File: src/rtl/elm_row_sequencer.sv
// Row sequencer for the ELM hidden layer: clears and runs the 9-tap counter/MAC once per
// neuron row, hands each finished row to the activation stage, and watchdogs the counter.
module elm_row_sequencer #(
  parameter int ROWS     = 3,
  parameter int ROW_W    = 2,
  parameter int WDOG_MAX = 15
) (
  input  logic             clk,
  input  logic             rst,
  input  logic             start,
  input  logic             count9,
  input  logic             row_ready,
  output logic             rst_counter,
  output logic             en_counter,
  output logic             acc_clr,
  output logic             acc_en,
  output logic             row_valid,
  output logic [ROW_W-1:0] row_idx,
  output logic             busy,
  output logic             done,
  output logic             err
);

  localparam int WD_W = $clog2(WDOG_MAX);

  localparam logic [2:0] S_IDLE  = 3'd0;
  localparam logic [2:0] S_CLR   = 3'd1;
  localparam logic [2:0] S_RUN   = 3'd2;
  localparam logic [2:0] S_LATCH = 3'd3;
  localparam logic [2:0] S_DONE  = 3'd4;
  localparam logic [2:0] S_ERR   = 3'd5;

  localparam logic [ROW_W-1:0] ROW_LAST = ROW_W'(ROWS - 1);
  localparam logic [WD_W-1:0]  WD_LAST  = WD_W'(WDOG_MAX - 1);

  logic [2:0]       state;
  logic [ROW_W-1:0] row;
  logic [WD_W-1:0]  wdog;

  always_ff @(posedge clk) begin
    if (rst) begin
      state <= S_IDLE;
      row   <= '0;
      wdog  <= '0;
    end else begin
      case (state)
        S_IDLE, S_ERR: begin
          if (start) begin
            state <= S_CLR;
            row   <= '0;
          end
        end
        S_CLR: begin
          wdog  <= '0;
          state <= S_RUN;
        end
        S_RUN: begin
          // Saturating so a stuck counter can never wrap the watchdog back to a safe value.
          if (wdog != '1) wdog <= wdog + 1'b1;
          if (count9)              state <= S_LATCH;
          else if (wdog == WD_LAST) state <= S_ERR;
        end
        S_LATCH: begin
          if (row_ready) begin
            if (row == ROW_LAST) begin
              state <= S_DONE;
            end else begin
              row   <= row + 1'b1;
              state <= S_CLR;
            end
          end
        end
        S_DONE:  state <= S_IDLE;
        default: state <= S_IDLE;
      endcase
    end
  end

  // Enables are gated combinationally by count9 so the counter stops exactly on its 9th tap.
  assign en_counter  = (state == S_RUN) & ~count9;
  assign acc_en      = en_counter;
  assign rst_counter = (state == S_CLR);
  assign acc_clr     = (state == S_CLR);
  assign row_valid   = (state == S_LATCH);
  assign row_idx     = row;
  assign busy        = (state == S_CLR) | (state == S_RUN) | (state == S_LATCH) | (state == S_DONE);
  assign done        = (state == S_DONE);
  assign err         = (state == S_ERR);

endmodule

File: config.mk
export PLATFORM = sky130hd
export DESIGN_NAME = elm_row_sequencer
export DESIGN_NICKNAME = d
export VERILOG_FILES = /design/src/rtl/elm_row_sequencer.sv
export SDC_FILE = /design/constraint.sdc
export NUM_CORES = 1
export LEC_CHECK = 0
export CAP_MARGIN = 0
export CORE_AREA = 3 3 40 42
export CTS_BUF_LIST = sky130_fd_sc_hd__clkbuf_4
export DETAILED_ROUTE_END_ITERATION = 8
export DIE_AREA = 0 0 43 45
export GPL_TIMING_DRIVEN = 1
export HOLD_SLACK_MARGIN = 0.08
export PLACE_DENSITY = 0.78
export SKIP_CTS_REPAIR_TIMING = 1
export SKIP_LAST_GASP = 1
export SLEW_MARGIN = 20
export SYNTH_ARGS = -nofsm -noshare
export SYNTH_HDL_FRONTEND = slang
export SYNTH_SLANG_ARGS = --single-unit
File: constraint.sdc
create_clock -name clk -period 2.45 [get_ports clk]
set_clock_uncertainty 0.15 [all_clocks]
set_input_delay 0.6125 -clock clk [delete_from_list [all_inputs] [get_ports clk]]
set_output_delay 0.6125 -clock clk [all_outputs]
set_load 0.01 [all_outputs]
# Yosys cells after proc, flatten, opt, wreduce, memory -nomap -nowiden
# Index checks and enable logic that the tools add are counted.
# word_totals
register_bits	9
inputBits	5
output_inout_bits	10
# classes
addsub	2
eq_ne	13
mux	12
bitwise	5
reduce_logical	7
# ops
cell	n
2-to-1 mux 3 bit	5
case mux 3 bit (4 select lines)	1
inequality test 2 bit, second input constant	4
case mux 4 bit (2 select lines)	1
equality test 3 x 2 -> 1 bit, second input constant	2
equality test 3 bit, second input constant	2
2-to-1 mux 2 bit	3
adder 4 x 1 -> 4 bit, second input constant	1
equality test 4 bit, second input constant	1
2-to-1 mux 4 bit	1
inequality test 4 bit, second input constant	1
case mux 2 bit (2 select lines)	1
AND reduction 4 bit	1
nonzero test 2 bit	2
equality test 3 x 1 -> 1 bit, second input constant	1
logical NOT 3 bit	1
inequality test 3 bit, second input constant	1
OR 1 bit	3
AND reduction 3 bit	1
adder 2 x 1 -> 2 bit, second input constant	1
equality test 2 bit, second input constant	1
AND reduction 2 bit	1
OR reduction 2 bit	1
bitwise AND 1 bit	1
inverter 1 bit	1

# Longest topological paths before layout
# logic_depth
ltp_word	4
ltp_mapped	6

# Least setup slack after synthesis
# No wires, ideal clock.
# synth_path
path_kind	in2out
start	input port count9
end	output port en_counter
arrival_time_ns	1.263
t_required_ns	1.688
slack_ns	0.424
path_stages	2
path_cell_list	nor3_1 buf_4
# synth_via
elab_chain_cells	2
# synth_lines
item	line_no	rtl
start, declared	11	input logic count9,
inverter 1 bit	80	assign en_counter = (state == S_RUN) & ~count9;
bitwise AND 1 bit	80	
end, declared	14	output logic en_counter,
# Every way passes these cells.

# Final worst setup path
# layout_path
start	register state[2]
end	output port acc_clr
# layout_via
elab_chain_cells	1
# layout_lines
item	line_no	rtl
start, declared	36	logic [2:0] state;
start signal, assigned	42	state <= S_IDLE;
start signal, assigned	49	state <= S_CLR;
start signal, assigned	55	state <= S_RUN;
equality test 3 x 1 -> 1 bit	83	assign acc_clr = (state == S_CLR);
end, declared	15	output logic acc_clr,
# Every way passes these cells.

==> results.yml <==
cells_and_area:
  multi_input_area_um2: 454
  final_cell_area_um2: 896
  fill_cells: 99
  final_nets: 109
  drive_above_1_share: 0.210
  post-route-util: 0.697
  syn2layout_area_growth_pct: 31.9
  seqCellArea_um2: 188
  antennaDiodeCount: 0
job:
  maxCapViolCount: 0
worst_setup_path:
  crit_fanout: 5
  endpoint_kind: "output port"
  critPathArrivalTime_ns: 1.63
  reg2reg_slack_ns: 0.74
  worst-r2r-cell-count: 5
  reg2reg_from: "state[1]"
  worst_setup_path_start_kind: "register"
  r2r_end: "row_idx[0]"
  cp.required_ns: 1.69
  crit_type: "reg2out"
drt:
  drt_iter0_markers: 6
  postRouteAntennaNets: 0
  firstDrtPassIters: 4
  via_per_inst: 5.80
  drt-wirelength-per-cell_um: 15.3
  num_vias: 667
  wirelength_mm: 1.76
  drc_errors: 0
clocking:
  h-tree-depth: 1
  cts_tree: "done"
  path_clk_slew_ns: 0.08
  numCtsBuffers: 3
  ctsLongestPathBuffers: 2
  clock_latency_ns: 0.28
  cts.sinks: 9
  clock-root-buffer: "clkbuf_4"
logic_synthesis:
  yosysWarnings: 0
  yosysMostFrequentCell: "dfxtp_1"
  synthesis.nets: 91
  syn_area_per_cell_um2: 8.19
  yosys-top-cells-area: "dfxtp_1 (27%), nand2b_1 (6.4%), ha_1 (5.5%), nor2_1 (3.9%), nor3_1 (3.7%)"
  seq_area_frac_synth: 0.265
  syn-instance-count: 83
  synth_ff_type: "dfxtp_1"
  synthesis.area_um2: 679
  synth_edf_count: 0
  ys_seq_elements: 9
  synth_top_area_cell: "dfxtp_1"
  synthArstFlopShare: 0
  ys_types: 39
  synth_top_area_frac: 0.265
  ys_top_cells_by_count: "dfxtp_1 (9), nand2b_1 (7), nor2_1 (7)"
power_and_ir_drop:
  combPwrFrac: 0.312
  pwr-share-clk: 0.315
  switching_share: 0.334
  seq_power_share: 0.373
  p_leak_nw: 0.394
  ir_worst_vdd_mv: 0.398
  p_per_area_mw_per_mm2: 503
  switching_power_mw: 0.151
  p_int_mw: 0.300
place:
  hpwl_mm: 1.19
  dpl_worst_slack_ns: -0.203
  io_buffers: 14
  gp_congestion: 0.847
  place_area_um2: 833
grt:
  grt_overflow_total: 0
  track_usage: 0.199
  grt_start_max_net_pins: 13
  grt_pass1_wl_mm: 2.84
  grt_pass1_vias: 645
  antenna_found_initial: 0
floorplanning:
  die_x_um: 43
  start_util: 0.529
  die_y_um: 45
  rows: 13
  dieArea_mm2: 0.00194
  io_pins: 15
  coreArea_mm2: 0.00128
sta:
  setup_violations: 0
  fin_ws_ns: 0.0544
  slew_viol_final: 0
  finalHoldViolCount: 0
  clock.fmax_mhz: 417
  rsz0062_at_grt: "true"
  holdWs_ns: 0.393
  period_needed_ns: 2.40
  min_period_over_period: 0.978
  relSlewSlack: 0.680
  worst_pin_slew_ns: 0.478
min_path:
  min_from: "wdog[1]"
  min_to: "wdog[1]"
  hp-class: "reg2reg"
  min_path_cells: 2
outcome:
  status: "finished clean"
==> routing by layer <==
layer  global-route usage  share of wire
met5                    0              0
met4               0.0663          0.011
met3               0.0637          0.032
met2                0.332           0.49
met1                0.245           0.47
==> registers in the layout (all words and copies together) (netlist names) <==
signal / flops
row_idx: 2
wdog: 4
state: 3
==> final cells by class <==
type | instances | area share
Clock buffer | 4 | 0.0335
Inverter | 4 | 0.0196
Multi-Input combinational cell | 64 | 0.507
Sequential cell | 9 | 0.209
Tap cell | 15 | 0.0209
Timing Repair Buffer | 19 | 0.209
==> power by group through the flow <==
stage,registers [mW],logic (mW),clock network [mW]
floorplan,0.161,0.0967,0
global placement,0.168,0.135,0
detailed placement,0.168,0.137,0
CTS,0.164,0.138,0.140
global route,0.170,0.152,0.145
finish,0.168,0.141,0.142
==> worst max path at each step <==
| stage | start | end | slack, ns | cells after the start |
|---|---|---|---|---|
| CTS | count9 | en_counter | -0.22 | 4 |
| finish | state[2] | acc_clr | 0.05 | 3 |
| floorplan | count9 | en_counter | 0.42 | 2 |
| global placement | count9 | acc_en | -0.21 | 4 |
| global route | state[2] | done | 0.002 | 3 |
| detailed placement | count9 | en_counter | -0.20 | 4 |
==> logic make-up (layout without fill, tap and decap cells) <==
group,count (synthesis),in the layout,synth area share
fa+ha+maj,4,4,0.0718
compound gates,19,19,0.221
simple gates,37,37,0.293
flops,9,9,0.265
xor+xnor,1,1,0.0129
mux,3,3,0.0479
buf+inv,10,27,0.0884
==> per-stage QoR <==
step                      power [mW]  TNS, ns  instances
after floorplan                0.258        0         83
after global placement         0.302   -0.428        111
after detailed placement       0.305   -0.403        111
after CTS                      0.442   -0.787        115
after global routing           0.467        0        115
final                          0.451        0        115
==> critical path, cell delays in order (launching register included) <==
cell and delay (ns):
dfxtp_1 0.33, nand2b_1 0.21, nor2_2 0.23, clkdlybuf4s50_1 0.59
==> placed cells by master, fill, tap and decap left out, types with 2 or more instances in the layout <==
cell type,instances
mux2_2,2
nand3_1,2
nor2b_1,2
buf_4,5
dfxtp_1,7
a21oi_1,4
o21ai_0,3
nor2_1,6
ha_1,3
nand2b_1,6
nor3_1,4
dlymetal6s2s_1,4
dfxtp_4,2
clkbuf_4,4
inv_1,3
a211oi_1,2
nor3b_1,2
clkdlybuf4s50_1,10
nand2_1,5
(Power assumes the default switching activity.)
